### src/rtl/dac_words_to_volts.sv
// dac_words_to_volts: converts a 12-bit DAC code back to a signed voltage in
// 0.1 mV units using two runtime calibration points (0 V code, 2.5 V code).
// A serial restoring divider derives the reciprocal scale once per
// calibration; samples then flow through a 2-stage multiply/shift pipeline.
module dac_words_to_volts #(
  parameter int M          = 12,
  parameter int N          = 16,
  parameter int FULL_SCALE = 25000
) (
  input  logic                clk,
  input  logic                rst_n,
  input  logic [M-1:0]        cal_zero,
  input  logic [M-1:0]        cal_tp,
  input  logic                cal_start,
  output logic                cal_busy,
  output logic                cal_done,
  output logic                cal_err,
  input  logic [M-1:0]        in_code,
  input  logic                in_valid,
  output logic                in_ready,
  output logic signed [N-1:0] out_volts,
  output logic                out_sat,
  output logic                out_valid,
  input  logic                out_ready
);

  localparam int QW = 31;          // quotient bits (one per divide cycle)
  localparam int CW = 5;           // divide step counter width
  localparam int RW = M + 2;       // partial remainder width incl. shifted-in bit
  localparam int PW = 32 + M + 1;  // full-precision product width
  localparam logic [QW-1:0] DIVIDEND = QW'(longint'(FULL_SCALE) * 65536);
  localparam logic [CW-1:0] CNT_LAST = CW'(QW);
  localparam longint MAXL = (longint'(1) <<< (N - 1)) - 1;
  localparam logic signed [PW-1:0] VMAX = PW'(MAXL);
  localparam logic signed [PW-1:0] VMIN = PW'(-MAXL - 1);

  typedef enum logic [1:0] {UNCAL, CALC, READY, ERR} state_t;

  state_t state_reg, state_next;

  // calibration / divider state
  logic [M-1:0]         zero_reg, tp_reg;
  logic [CW-1:0]        cnt_reg;
  logic [RW-1:0]        rem_reg, divisor_reg;
  logic [QW-1:0]        quo_reg;
  logic                 neg_reg;
  logic signed [31:0]   scale_reg;

  logic signed [M:0]    delta;
  logic [M:0]           delta_mag;
  logic [RW-1:0]        trial, rem_next;
  logic                 trial_ge;
  logic [QW-1:0]        quo_shift;

  // conversion pipeline
  logic                 advance, accept;
  logic                 s1_valid_reg;
  logic signed [PW-1:0] s1_product_reg;
  logic signed [M:0]    diff_in;
  logic signed [PW-1:0] scale_ext, diff_ext, product, shifted;
  logic signed [N-1:0]  volts_next;
  logic                 sat_next;

  assign cal_busy  = (state_reg == CALC);
  assign cal_done  = (state_reg == READY);
  assign cal_err   = (state_reg == ERR);
  assign advance   = !out_valid || out_ready;
  // cal_start takes priority over a sample offered in the same cycle
  assign in_ready  = (state_reg == READY) && advance && !cal_start;
  assign accept    = in_valid && in_ready;

  // State register
  always_ff @(posedge clk or negedge rst_n) begin
    if (!rst_n) state_reg <= UNCAL;
    else        state_reg <= state_next;
  end

  // Next-state: cal_start always restarts; CALC ends in ERR or READY
  always_comb begin
    state_next = state_reg;
    if (cal_start) begin
      state_next = CALC;
    end else begin
      case (state_reg)
        CALC: begin
          if (cnt_reg == '0) begin
            if (delta == '0) state_next = ERR;
          end else if (cnt_reg == CNT_LAST) begin
            state_next = READY;
          end
        end
        default: ;
      endcase
    end
  end

  // One restoring-divide step: shift in the next dividend bit, subtract if it fits
  always_comb begin
    delta     = $signed({1'b0, tp_reg}) - $signed({1'b0, zero_reg});
    delta_mag = delta[M] ? $unsigned(-delta) : $unsigned(delta);
    trial     = (rem_reg << 1) | RW'(quo_reg[QW-1]);
    trial_ge  = (trial >= divisor_reg);
    rem_next  = trial_ge ? (trial - divisor_reg) : trial;
    quo_shift = {quo_reg[QW-2:0], trial_ge};
  end

  // Calibration latch and serial divider; first CALC cycle sets up the divide
  always_ff @(posedge clk or negedge rst_n) begin
    if (!rst_n) begin
      zero_reg    <= '0;
      tp_reg      <= '0;
      cnt_reg     <= '0;
      rem_reg     <= '0;
      divisor_reg <= '0;
      quo_reg     <= '0;
      neg_reg     <= 1'b0;
      scale_reg   <= '0;
    end else if (cal_start) begin
      zero_reg <= cal_zero;
      tp_reg   <= cal_tp;
      cnt_reg  <= '0;
    end else if (state_reg == CALC) begin
      if (cnt_reg == '0) begin
        divisor_reg <= {1'b0, delta_mag};
        neg_reg     <= delta[M];
        rem_reg     <= '0;
        quo_reg     <= DIVIDEND;
        cnt_reg     <= cnt_reg + 1'b1;
      end else begin
        rem_reg <= rem_next;
        quo_reg <= quo_shift;
        cnt_reg <= cnt_reg + 1'b1;
        if (cnt_reg == CNT_LAST) begin
          scale_reg <= neg_reg ? -$signed({1'b0, quo_shift}) : $signed({1'b0, quo_shift});
        end
      end
    end
  end

  // Stage-1 multiply and stage-2 floor shift with saturation
  always_comb begin
    diff_in   = $signed({1'b0, in_code}) - $signed({1'b0, zero_reg});
    scale_ext = {{(PW-32){scale_reg[31]}}, scale_reg};
    diff_ext  = {{(PW-M-1){diff_in[M]}}, diff_in};
    product   = scale_ext * diff_ext;
    shifted   = s1_product_reg >>> 16;
    sat_next  = 1'b0;
    volts_next = shifted[N-1:0];
    if (shifted > VMAX) begin
      volts_next = N'(MAXL);
      sat_next   = 1'b1;
    end else if (shifted < VMIN) begin
      volts_next = N'(-MAXL - 1);
      sat_next   = 1'b1;
    end
  end

  // Pipeline registers: move together on advance, hold on stall, flush on cal_start
  always_ff @(posedge clk or negedge rst_n) begin
    if (!rst_n) begin
      s1_valid_reg   <= 1'b0;
      s1_product_reg <= '0;
      out_valid      <= 1'b0;
      out_volts      <= '0;
      out_sat        <= 1'b0;
    end else if (cal_start) begin
      s1_valid_reg <= 1'b0;
      out_valid    <= 1'b0;
    end else if (advance) begin
      s1_valid_reg <= accept;
      if (accept) s1_product_reg <= product;
      out_valid <= s1_valid_reg;
      if (s1_valid_reg) begin
        out_volts <= volts_next;
        out_sat   <= sat_next;
      end
    end
  end

endmodule

### config.mk
export PLATFORM = sky130hd
export DESIGN_NAME = dac_words_to_volts
export DESIGN_NICKNAME = d
export VERILOG_FILES = /design/src/rtl/dac_words_to_volts.sv
export SDC_FILE = /design/constraint.sdc
export NUM_CORES = 1
export LEC_CHECK = 0
export BUFFER_PORTS_ARGS = -buffer_cell sky130_fd_sc_hd__buf_2
export CORE_MARGIN = 5
export CORE_UTILIZATION = 34
export DETAILED_ROUTE_END_ITERATION = 8
export PLACE_DENSITY = 0.56
export SYNTH_ARGS = -nofsm -noshare
export SYNTH_HDL_FRONTEND = slang
export SYNTH_SLANG_ARGS = --single-unit
export TNS_END_PERCENT = 20
### constraint.sdc
create_clock -name clk -period 21.6 [get_ports clk]
set_input_delay 1.08 -clock clk [delete_from_list [all_inputs] [get_ports clk]]
set_output_delay 1.08 -clock clk [all_outputs]
set_load 0.01 [all_outputs]
==> metrics.yaml, run 1 <==
nFillCells: 6613
largest_reg_flops: 32
cts-hold-fix-buffers: 0
multi_input_area_um2: 16300
synth_top_area_share_pct: 33.7
combPwrFrac_pct: 51.1
htreeDepth: 4
die-width_um: 265
tightestPinTransition_ns: 1.10
maxSlewHeadroom_pct: 26.8
arrival_ns: 9.72
area_growth_pct: 7.93
synth_fa_ha_area_share_pct: 41.7
r2r-start: "zero_reg[0]"
async_reset_ff_share_pct: 100
clockBufferDepth: 2
internal_power_mw: 0.785
grt_pass1_vias: 17600
p_sw_share_pct: 45.4
postSynthCellCount: 2366
final_max_slew_viol_count: 0
finClkSkew_ns: 0.0251
dpl.hpwl_um: 42600
synth_compound_area_share_pct: 9.85
final_layout_size_suffix_gt1_share_pct: 7.38
finalSetupViolCount: 0
r2r_setup_slack_ns: 12.57
ys.warnings.count: 0
clkLatencyLatePin_ns: 0.49
drtPass1Iterations: 5
p_leak_nw: 11.4
cts_buffers: 17
synth_area_leaders: "fa_1 34%, dfrtp_1 19%, ha_1 8.0%"
regArea_um2: 4230
first_iter_violations: 884
antenna_found_initial: 1
cts-root-buf: "clkbuf_16"
grt_max_degree: 97
pre_cts_ws_ns: 11.86
yosys.area.top_type: "fa_1"
min_path_type: "flop to flop"
r2r-end: "s1_product_reg[38]"
grt_pass1_wl_um: 94000
postCtsSetupRepairBufs: 0
ant_nets: 0
total_power_mw: 1.44
critPathMaxFanout: 33
critPathLaunch: "in_code[0]"
dieArea_um2: 70300
dieHeight_um: 265
synth_flop_cell: "dfrtp_1"
cts.clk_slew.worst_paths_ns: 0.08
synth_top_family_by_area: "adder cells"
maxCapViolations: 0
cp_common_cell: "fa_1"
track_usage_pct: 16.4
clockPowerShare_pct: 21.9
postRouteWirelength_um: 55600
grt_overflow_total: 0
fin_nets: 2902
antennaDiodeCount: 0
critPathCaptureType: "flop"
powerDensity_nw_per_um2: 60.2
switchingPower_mw: 0.653
synth_xor_area_share_pct: 3.60
dp.cells: 3182
endpoint: "s1_product_reg[38]"
vias_per_cell: 5.10
synth_seq_cells: 169
synth-simple-area-share_pct: 16.9
port_buffers: 62
rsz0062_at_grt: "false"
r2r_cells: 31
crit_required_ns: 21.98
row_count: 93
cts_tree: "built"
clock_sinks: 169
critPathKind: "input port to flop"
fin_crit_sh_pct: 43.2
gp_congestion: 0.843
num_vias: 16400
ir_worst_vdd_v: 0.0000595
max_freq_mhz: 107
avgRoutedWirePerCell_um: 17.3
cts.repair.resized: 0
slowest_stage: "o21ai_0"
drc: 0
ys_types: 70
start_util_pct: 34.4
postSynthAreaPerCell_um2: 9.36
hold_violations: 0
synth-seq-area-share_pct: 19.1
fin_cells: 3214
top_level_ports: 63
worst_setup_path_start_kind: "input port"
p_seq_share_pct: 26.9
tns_ns: 0
cpPeakStageDelay_ns: 0.53
period_needed_ns: 9.33
outcome: "completed"
synth-edff-count: 0
coreArea_um2: 64500
synth_area_um2: 22100
fin_ws_ns: 12.27
syn_nets: 2922
synthMuxAreaShare_pct: 1.02
## power by group through the flow
| stage | registers [mW] | clock network (mW) | logic (mW) |
|---|---|---|---|
| after global routing | 0.393 | 0.338 | 0.823 |
| after global placement | 0.392 | 0 | 0.720 |
| after CTS | 0.388 | 0.326 | 0.739 |
| final | 0.388 | 0.316 | 0.735 |
| after floorplan | 0.378 | 0 | 0.543 |
| after detailed placement | 0.394 | 0 | 0.733 |
## how the worst min path moves through the flow
stage,from,endpoint,depth (start not counted)
after global routing,out_volts[1],out_volts[1],2
after detailed placement,out_sat,out_sat,2
after global placement,out_sat,out_sat,2
after CTS,out_volts[1],out_volts[1],2
after floorplan,s1_product_reg[28],s1_product_reg[28],2
final,out_volts[1],out_volts[1],2
## stage by stage
| stage | hold slack (ns) | instance area, um^2 | util (%) |
|---|---|---|---|
| 5_1_grt | 0.506 | 23900 | 37.1 |
| 2_1_floorplan | 0.449 | 22100 | - |
| 6_report | 0.478 | 23900 | 37.1 |
| 3_5_place_dp | 0.465 | 23300 | 36.1 |
| 4_1_cts | 0.482 | 23900 | 37.1 |
| 3_3_place_gp | 0.456 | 23300 | 36.1 |
## worst max-delay path, delay by kind of cell
family / cells / cell delay, ns
AND/OR/NAND/NOR: 4 / 0.81
AO/OA/AOI/OAI: 14 / 3.49
adder cells (fa/ha/maj): 9 / 3.77
buffers and inverters: 6 / 0.53
## synth_stat cells, types with 20 or more instances
cell type	instances
fa_1	373
nor3_1	20
nand2b_1	43
nor2_1	82
clkbuf_1	114
and2_1	36
nor2b_1	46
nand3_1	28
a22o_1	20
xnor2_1	52
nor3b_1	57
nand2_1	385
xor2_1	39
ha_1	142
dfrtp_1	169
a21oi_1	76
o21ai_0	146
inv_1	322
## cell type report
| cell class | count | share of cell area (%) |
|---|---|---|
| timing repair buffer | 86 | 2.08 |
| multi-input combinational | 1750 | 68.2 |
| sequential | 169 | 17.7 |
| clock inverter | 15 | 0.749 |
| inverter | 322 | 5.06 |
| clock buffer | 17 | 1.78 |
| tap | 855 | 4.48 |
## layout by cell type (no fill, tap or decap), drive strengths merged, types with 9 or more instances in the layout
master	count
nand2	385
fa	373
inv	327
dfrtp	169
o21ai	147
ha	142
buf	86
nor2	82
a21oi	76
nor3b	57
xnor2	52
nor2b	46
nand2b	44
xor2	39
and2	36
nand3	28
a22o	22
nor3	22
clkbuf	17
or3	15
nand4	14
a21o	13
mux2	13
o31ai	12
a211oi	9
clkinv	9
## logic make-up after synthesis
family	after synthesis
DFF	169
adders and majority gates	515
AOI/OAI and AO/OA	352
and+or+nand+nor	771
buffers and inverters	447
muxes	21
xor gates and xnor gates	91
## routing by layer
metal  track usage [%]  routed length [um]
met1              22.4               24800
met2              26.0               26000
met3              3.09                2670
met4              6.62                2120
met5                 0                  12
(Power assumes the default switching activity.)
==> run 2, diff against run 1 <==
ABC_AREA = 1   (was not set)
clock period = 9.65 ns   (was 21.6 ns; I/O delays follow)
==> run 2 against run 1 <==
  * Global-route usage increased by 2.7 points
  * Utilization decreased by 0.17 points
  * Setup slack got worse by 10 ns
  * First-iteration DRC count increased by 46%
  * Sequential share of layout area decreased by 1.0 points
  * Routed wire length increased by 25%
  * Register-to-register slack got worse by 11 ns
  * Clock skew decreased by 0.0068 ns
  * Non-clock buffer count decreased by 5
  * Flip-flop and latch count unchanged
  * Area after synthesis increased by 6.8%
  * Highest routed layer unchanged
==> metrics.yaml, run 2 <==
outcome: "completed"
ys_types: 55  # -21%
grt_overflow_total: 0  # unchanged
htreeDepth: 4  # unchanged
finalSetupViolCount: 0  # unchanged
ant_nets: 0  # unchanged
fin_crit_sh_pct: 81.6
final_layout_size_suffix_gt1_share_pct: 6.77  # -0.61 points
rsz0062_at_grt: "false"
min_path_cells: 3  # +1
drc: 0  # unchanged
final_max_slew_viol_count: 0  # unchanged
area_growth_pct: 7.38
worst_setup_path_start_kind: "flop"
cts_buffers: 17  # unchanged
maxCapViolations: 0  # unchanged
grtUsageMet3_pct: 4.90  # +1.8 points
vias_per_cell: 4.93  # -3.4%
gp_congestion: 0.919  # +9.0%
min_path_type: "input port to flop"
maxSlewHeadroom_pct: 29.0  # +2.2 points
synth_seq_cells: 169  # unchanged
first_iter_violations: 1292  # +46%
critPathCaptureType: "flop"
post-route-util_pct: 36.9  # -0.17 points
dieHeight_um: 274  # +3.2%
pre_cts_ws_ns: 1.73  # -10.12 ns
cts-root-buf: "clkbuf_16"
slowest_stage: "fa_1"
cp_common_cell: "nand2_1"
synth_area_leaders: "fa_1 32%, dfrtp_1 18%, nand2_1 11%"
synth-edff-count: 0  # unchanged
coreArea_um2: 68800  # +6.8%
final_cell_mix: "700 x nand2_1, 506 x inv_1, 373 x fa_1, 253 x nor2_1, 169 x dfrtp_1"
synth_common_cells: "700 x nand2_1, 506 x inv_1, 373 x fa_1, 253 x nor2_1, 169 x dfrtp_1"
grt_use_met2_pct: 31.4  # +5.4 points
critPathMaxFanout: 15  # -55%
top_level_ports: 63  # unchanged
r2r_setup_slack_ns: 1.77  # -10.80 ns
clockBufferDepth: 2  # unchanged
synth_top_area_share_pct: 31.6  # -2.2 points
nFillCells: 7232  # +9.4%
postSynthAreaPerCell_um2: 8.02  # -14%
layout_commonest_cell: "nand2_1"
cts_tree: "built"
synth_flop_cell: "dfrtp_1"
yosys.area.top_type: "fa_1"
finClkSkew_ns: 0.0183  # -0.00682 ns
arrival_ns: 8.22  # -1.50 ns
largest_reg_flops: 32  # unchanged
clock_sinks: 169  # unchanged
synth.most_common_cell: "nand2_1"
tns_ns: 0  # unchanged
dpl.hpwl_um: 56000  # +31%
num_vias: 19200  # +17%
avgRoutedWirePerCell_um: 17.8  # +3.0%
track_usage_pct: 19.1  # +2.7 points
postRouteWirelength_um: 69200  # +25%
synth_area_um2: 23700  # +6.8%
critPathKind: "flop to flop"
cts.clk_slew.worst_paths_ns: 0.09  # about the same
row_count: 96  # +3.2%
hold_violations: 0  # unchanged
synth-seq-area-share_pct: 17.9  # -1.2 points
r2r_cells: 33  # +6.5%
grt_pass1_vias: 20200  # +15%
cts.repair.resized: 0  # unchanged
start_util_pct: 34.4  # about the same
cpPeakStageDelay_ns: 0.67  # +0.14 ns
ys.warnings.count: 0  # unchanged
postSynthCellCount: 2949  # +25%
crit_required_ns: 10.00  # -11.98 ns
antenna_found_initial: 0  # -1
grt_use_met1_pct: 24.9  # +2.5 points
grt_max_degree: 76  # -22%
place_area_um2: 24800  # +6.2%
dieArea_um2: 75000  # +6.6%
async_reset_ff_share_pct: 100  # unchanged
fin_ws_ns: 1.77  # -10.49 ns
clkLatencyLatePin_ns: 0.49  # about the same
busiest_layer: "met2"
grt_pass1_wl_um: 112000  # +19%
drtPass1Iterations: 6  # +1
max_freq_mhz: 127
tightestPinTransition_ns: 1.06  # -0.0340 ns
period_needed_ns: 7.88
port_buffers: 62  # unchanged
die-width_um: 274  # +3.2%
fin_nets: 3499  # +21%
syn_nets: 3505  # +20%
final_area_um2: 25400  # +6.3%
==> run 2: per-layer routing <==
layer,share of wire (%),up-vias
li1,-,9137
met1,43,9351
met2,46,572
met3,7.6,108
met4,3.1,2
met5,0.11,-
==> run 2: cell families (layout without fill, tap and decap cells) <==
| group | after synthesis | in the layout | share of synthesized area (%) |
|---|---|---|---|
| buffers and inverters | 630 | 637 | 10.5 |
| adders and majority gates | 515 | 515 | 39.1 |
| other | 0 | 1 | 0 |
| xor gates and xnor gates | 47 | 47 | 1.74 |
| and+or+nand+nor | 1244 | 1244 | 22.6 |
| DFF | 169 | 169 | 17.9 |
| AOI/OAI and AO/OA | 344 | 344 | 8.21 |
==> run 2: critical path: cells and delay by family, from the launching register on <==
kind,cells,cell delay [ns]
fa+ha+maj,9,4.08
simple gates,17,1.99
buf+inv,6,1.12
flops,1,0.43
compound gates,1,0.09
==> run 2: cell type report <==
class	instances	area (um^2)	area share (%)
Multi-Input combinational cell	2150	16900	66.7
Sequential cell	169	4230	16.6
Inverter	524	1970	7.75
Tap cell	931	1160	4.59
Timing Repair Buffer	81	464	1.83
Clock buffer	17	425	1.67
Clock inverter	15	213	0.837
Antenna cell	1	2.50	0.00985
==> run 2: stage by stage <==
stage / std cells / hold WS [ns]
floorplan: 2949 / 0.187
global placement: 3854 / 0.461
detailed placement: 3854 / 0.468
CTS: 3887 / 0.152
global route: 3887 / 0.173
finish: 3888 / 0.189
==> run 2: repair_timing <==
action                                 CTS  global route
setup buffers                            0             0
endpoints found under the hold margin   48             0
hold buffers                             1             0
==> run 2: worst paths after layout <==
| path | from | end |
|---|---|---|
| max in group asynchronous | rst_n | quo_reg[15] |
| max | zero_reg[0] | s1_product_reg[44] |
| min in group asynchronous | rst_n | out_volts[14] |
| min reg2reg | cnt_reg[3] | cnt_reg[3] |
| min | cal_tp[8] | tp_reg[8] |
| max reg2reg | zero_reg[0] | s1_product_reg[44] |
Power of run 2 is not shown: default switching activity piles up to over one toggle a cycle in this logic, so the estimate is an artifact.
==> run 3, diff against run 2 <==
clock period = 7.6 ns   (was 9.65 ns; I/O delays follow)
==> run 3 against run 2 <==
  * First-iteration DRC count up 5.2%
  * Global-route usage up 0.18 points
  * Utilization up 0.72 points
  * Flip-flop and latch count unchanged
  * Non-clock buffer count up 44
  * Via count up 0.72%
  * Die area unchanged
  * Routed wire length up 2.8%
  * Cell count up 1.1%
  * Largest cell class unchanged
==> metrics.yaml, run 3 (synthesis results as in run 2) <==
die-width_um: 274  # unchanged
post-route-util_pct: 37.6  # +0.72 points
tightestPinTransition_ns: 1.08  # +0.0152 ns
worst_hold_path.endpoint: "tp_reg[7]"
final_cell_mix: "698 x nand2_1, 505 x inv_1, 373 x fa_1, 252 x nor2_1, 169 x dfrtp_1"
avgRoutedWirePerCell_um: 18.1  # +1.6%
min_path_cells: 3  # unchanged
largest_reg_flops: 32  # unchanged
cts.clk_slew.worst_paths_ns: 0.09  # about the same
antennaDiodeCount: 0  # -1
nFillCells: 7231  # -0.014%
slowest_stage: "fa_1"
r2r-start: "zero_reg[6]"
postRouteWirelength_um: 71100  # +2.8%
finClkSkew_ns: 0.0270  # +0.00871 ns
clockBufferDepth: 2  # unchanged
row_count: 96  # unchanged
antenna_found_initial: 0  # unchanged
critPathKind: "flop to flop"
hold_violations: 0  # unchanged
dieArea_um2: 75000  # unchanged
maxSlewHeadroom_pct: 28.0  # -1.0 points
wl_met2_um: 33500  # +4.7%
port_buffers: 62  # unchanged
cts_tree: "built"
fin_nets: 3544  # +1.3%
arrival_ns: 7.55  # -0.67 ns
top_level_ports: 63  # unchanged
htreeDepth: 4  # unchanged
fin_crit_sh_pct: 94.7  # +13 points
final_max_slew_viol_count: 0  # unchanged
first_iter_violations: 1359  # +5.2%
grt_max_degree: 90  # +18%
crit_required_ns: 7.96  # -2.04 ns
num_vias: 19300  # +0.72%
start_util_pct: 34.4  # unchanged
period_needed_ns: 7.20  # -0.682 ns
rsz0062_at_grt: "true"
worst_setup_path_start_kind: "flop"
track_usage_pct: 19.3  # +0.18 points
coreArea_um2: 68800  # unchanged
finalSetupViolCount: 0  # unchanged
r2r_setup_slack_ns: 0.40  # -1.37 ns
clkLatencyLatePin_ns: 0.51  # +0.02 ns
r2r-end: "s1_product_reg[44]"
cp_common_cell: "fa_1"
layout_commonest_cell: "nand2_1"
max_freq_mhz: 139  # +9.5%
wl_met3_um: 3910  # -26%
wl_met1_um: 31700  # +6.9%
critPathCaptureType: "flop"
grt_pass1_vias: 20300  # +0.28%
dieHeight_um: 274  # unchanged
grt_pass1_wl_um: 113000  # +1.3%
hp-start: "cal_tp[7]"
maxCapViolations: 0  # unchanged
drc: 0  # unchanged
drtPass1Iterations: 6  # unchanged
r2r_cells: 28  # -15%
outcome: "completed"
cts-root-buf: "clkbuf_16"
dr.max_layer_used: "met4"
min_path_type: "input port to flop"
grt_overflow_total: 0  # unchanged
final_layout_size_suffix_gt1_share_pct: 8.63  # +1.9 points
critPathMaxFanout: 19  # +4
clock_sinks: 169  # unchanged
dpl.hpwl_um: 57200  # +2.1%
gp_congestion: 0.914  # -0.52%
area_growth_pct: 9.47
cpPeakStageDelay_ns: 0.59  # -0.08 ns
cts_buffers: 17  # unchanged
vias_per_cell: 4.91  # -0.41%
ant_nets: 0  # unchanged
-- run 3: worst max-delay path by stage --
| stage | from | cells past startpoint | to |
|---|---|---|---|
| after floorplan | in_code[0] | 35 | s1_product_reg[35] |
| after global placement | in_code[0] | 35 | s1_product_reg[35] |
| after detailed placement | in_code[0] | 35 | s1_product_reg[35] |
| after CTS | zero_reg[0] | 33 | s1_product_reg[27] |
| after global routing | zero_reg[0] | 32 | s1_product_reg[44] |
| final | zero_reg[6] | 28 | s1_product_reg[44] |
-- run 3: area by class of cell --
type                            instances  area, um^2  share of cell area (%)
Clock inverter                         15         231                   0.894
Multi-Input combinational cell       2151       17000                    65.6
Tap cell                              931        1160                    4.50
Timing Repair Buffer                  125         877                    3.39
Sequential cell                       169        4230                    16.3
Clock buffer                           17         425                    1.64
Inverter                              524        1970                    7.60
-- run 3: stage by stage --
step                      cell area, um^2  std cells  setup TNS, ns  hold WS (ns)  worst slack, ns
after floorplan                     23700       2949              0        0.0844             1.13
after CTS                           25800       3924              0        0.0586           0.0875
after global placement              25100       3891              0         0.457           0.0342
after detailed placement            25100       3891       -0.00738         0.457         -0.00473
after global routing                25900       3932       -0.00244        0.0705         -0.00244
final                               25900       3932              0        0.0772            0.404
-- run 3: routing by layer --
metal	GRT usage [%]	up-vias
li1	-	9208
met1	25.8	9527
met2	32.6	491
met3	3.45	82
met4	5.10	0
met5	0	-
-- run 3: timing repair --
item                                    CTS  global route
resized for setup                         0            19
hold buffers                              1             0
endpoints found under the setup margin    0            22
hold endpoints to repair                 50             0
buffers inserted                          0             7
-- run 3: critical path: cells and delay by family, from the launching register on --
| kind | cells | cell delay, ns |
|---|---|---|
| AO/OA/AOI/OAI | 9 | 1.54 |
| adder cells (fa/ha/maj) | 8 | 3.39 |
| flip-flops | 1 | 0.37 |
| buffers and inverters | 5 | 0.76 |
| AND/OR/NAND/NOR | 6 | 0.97 |
Power of run 3 is left out for the same reason.
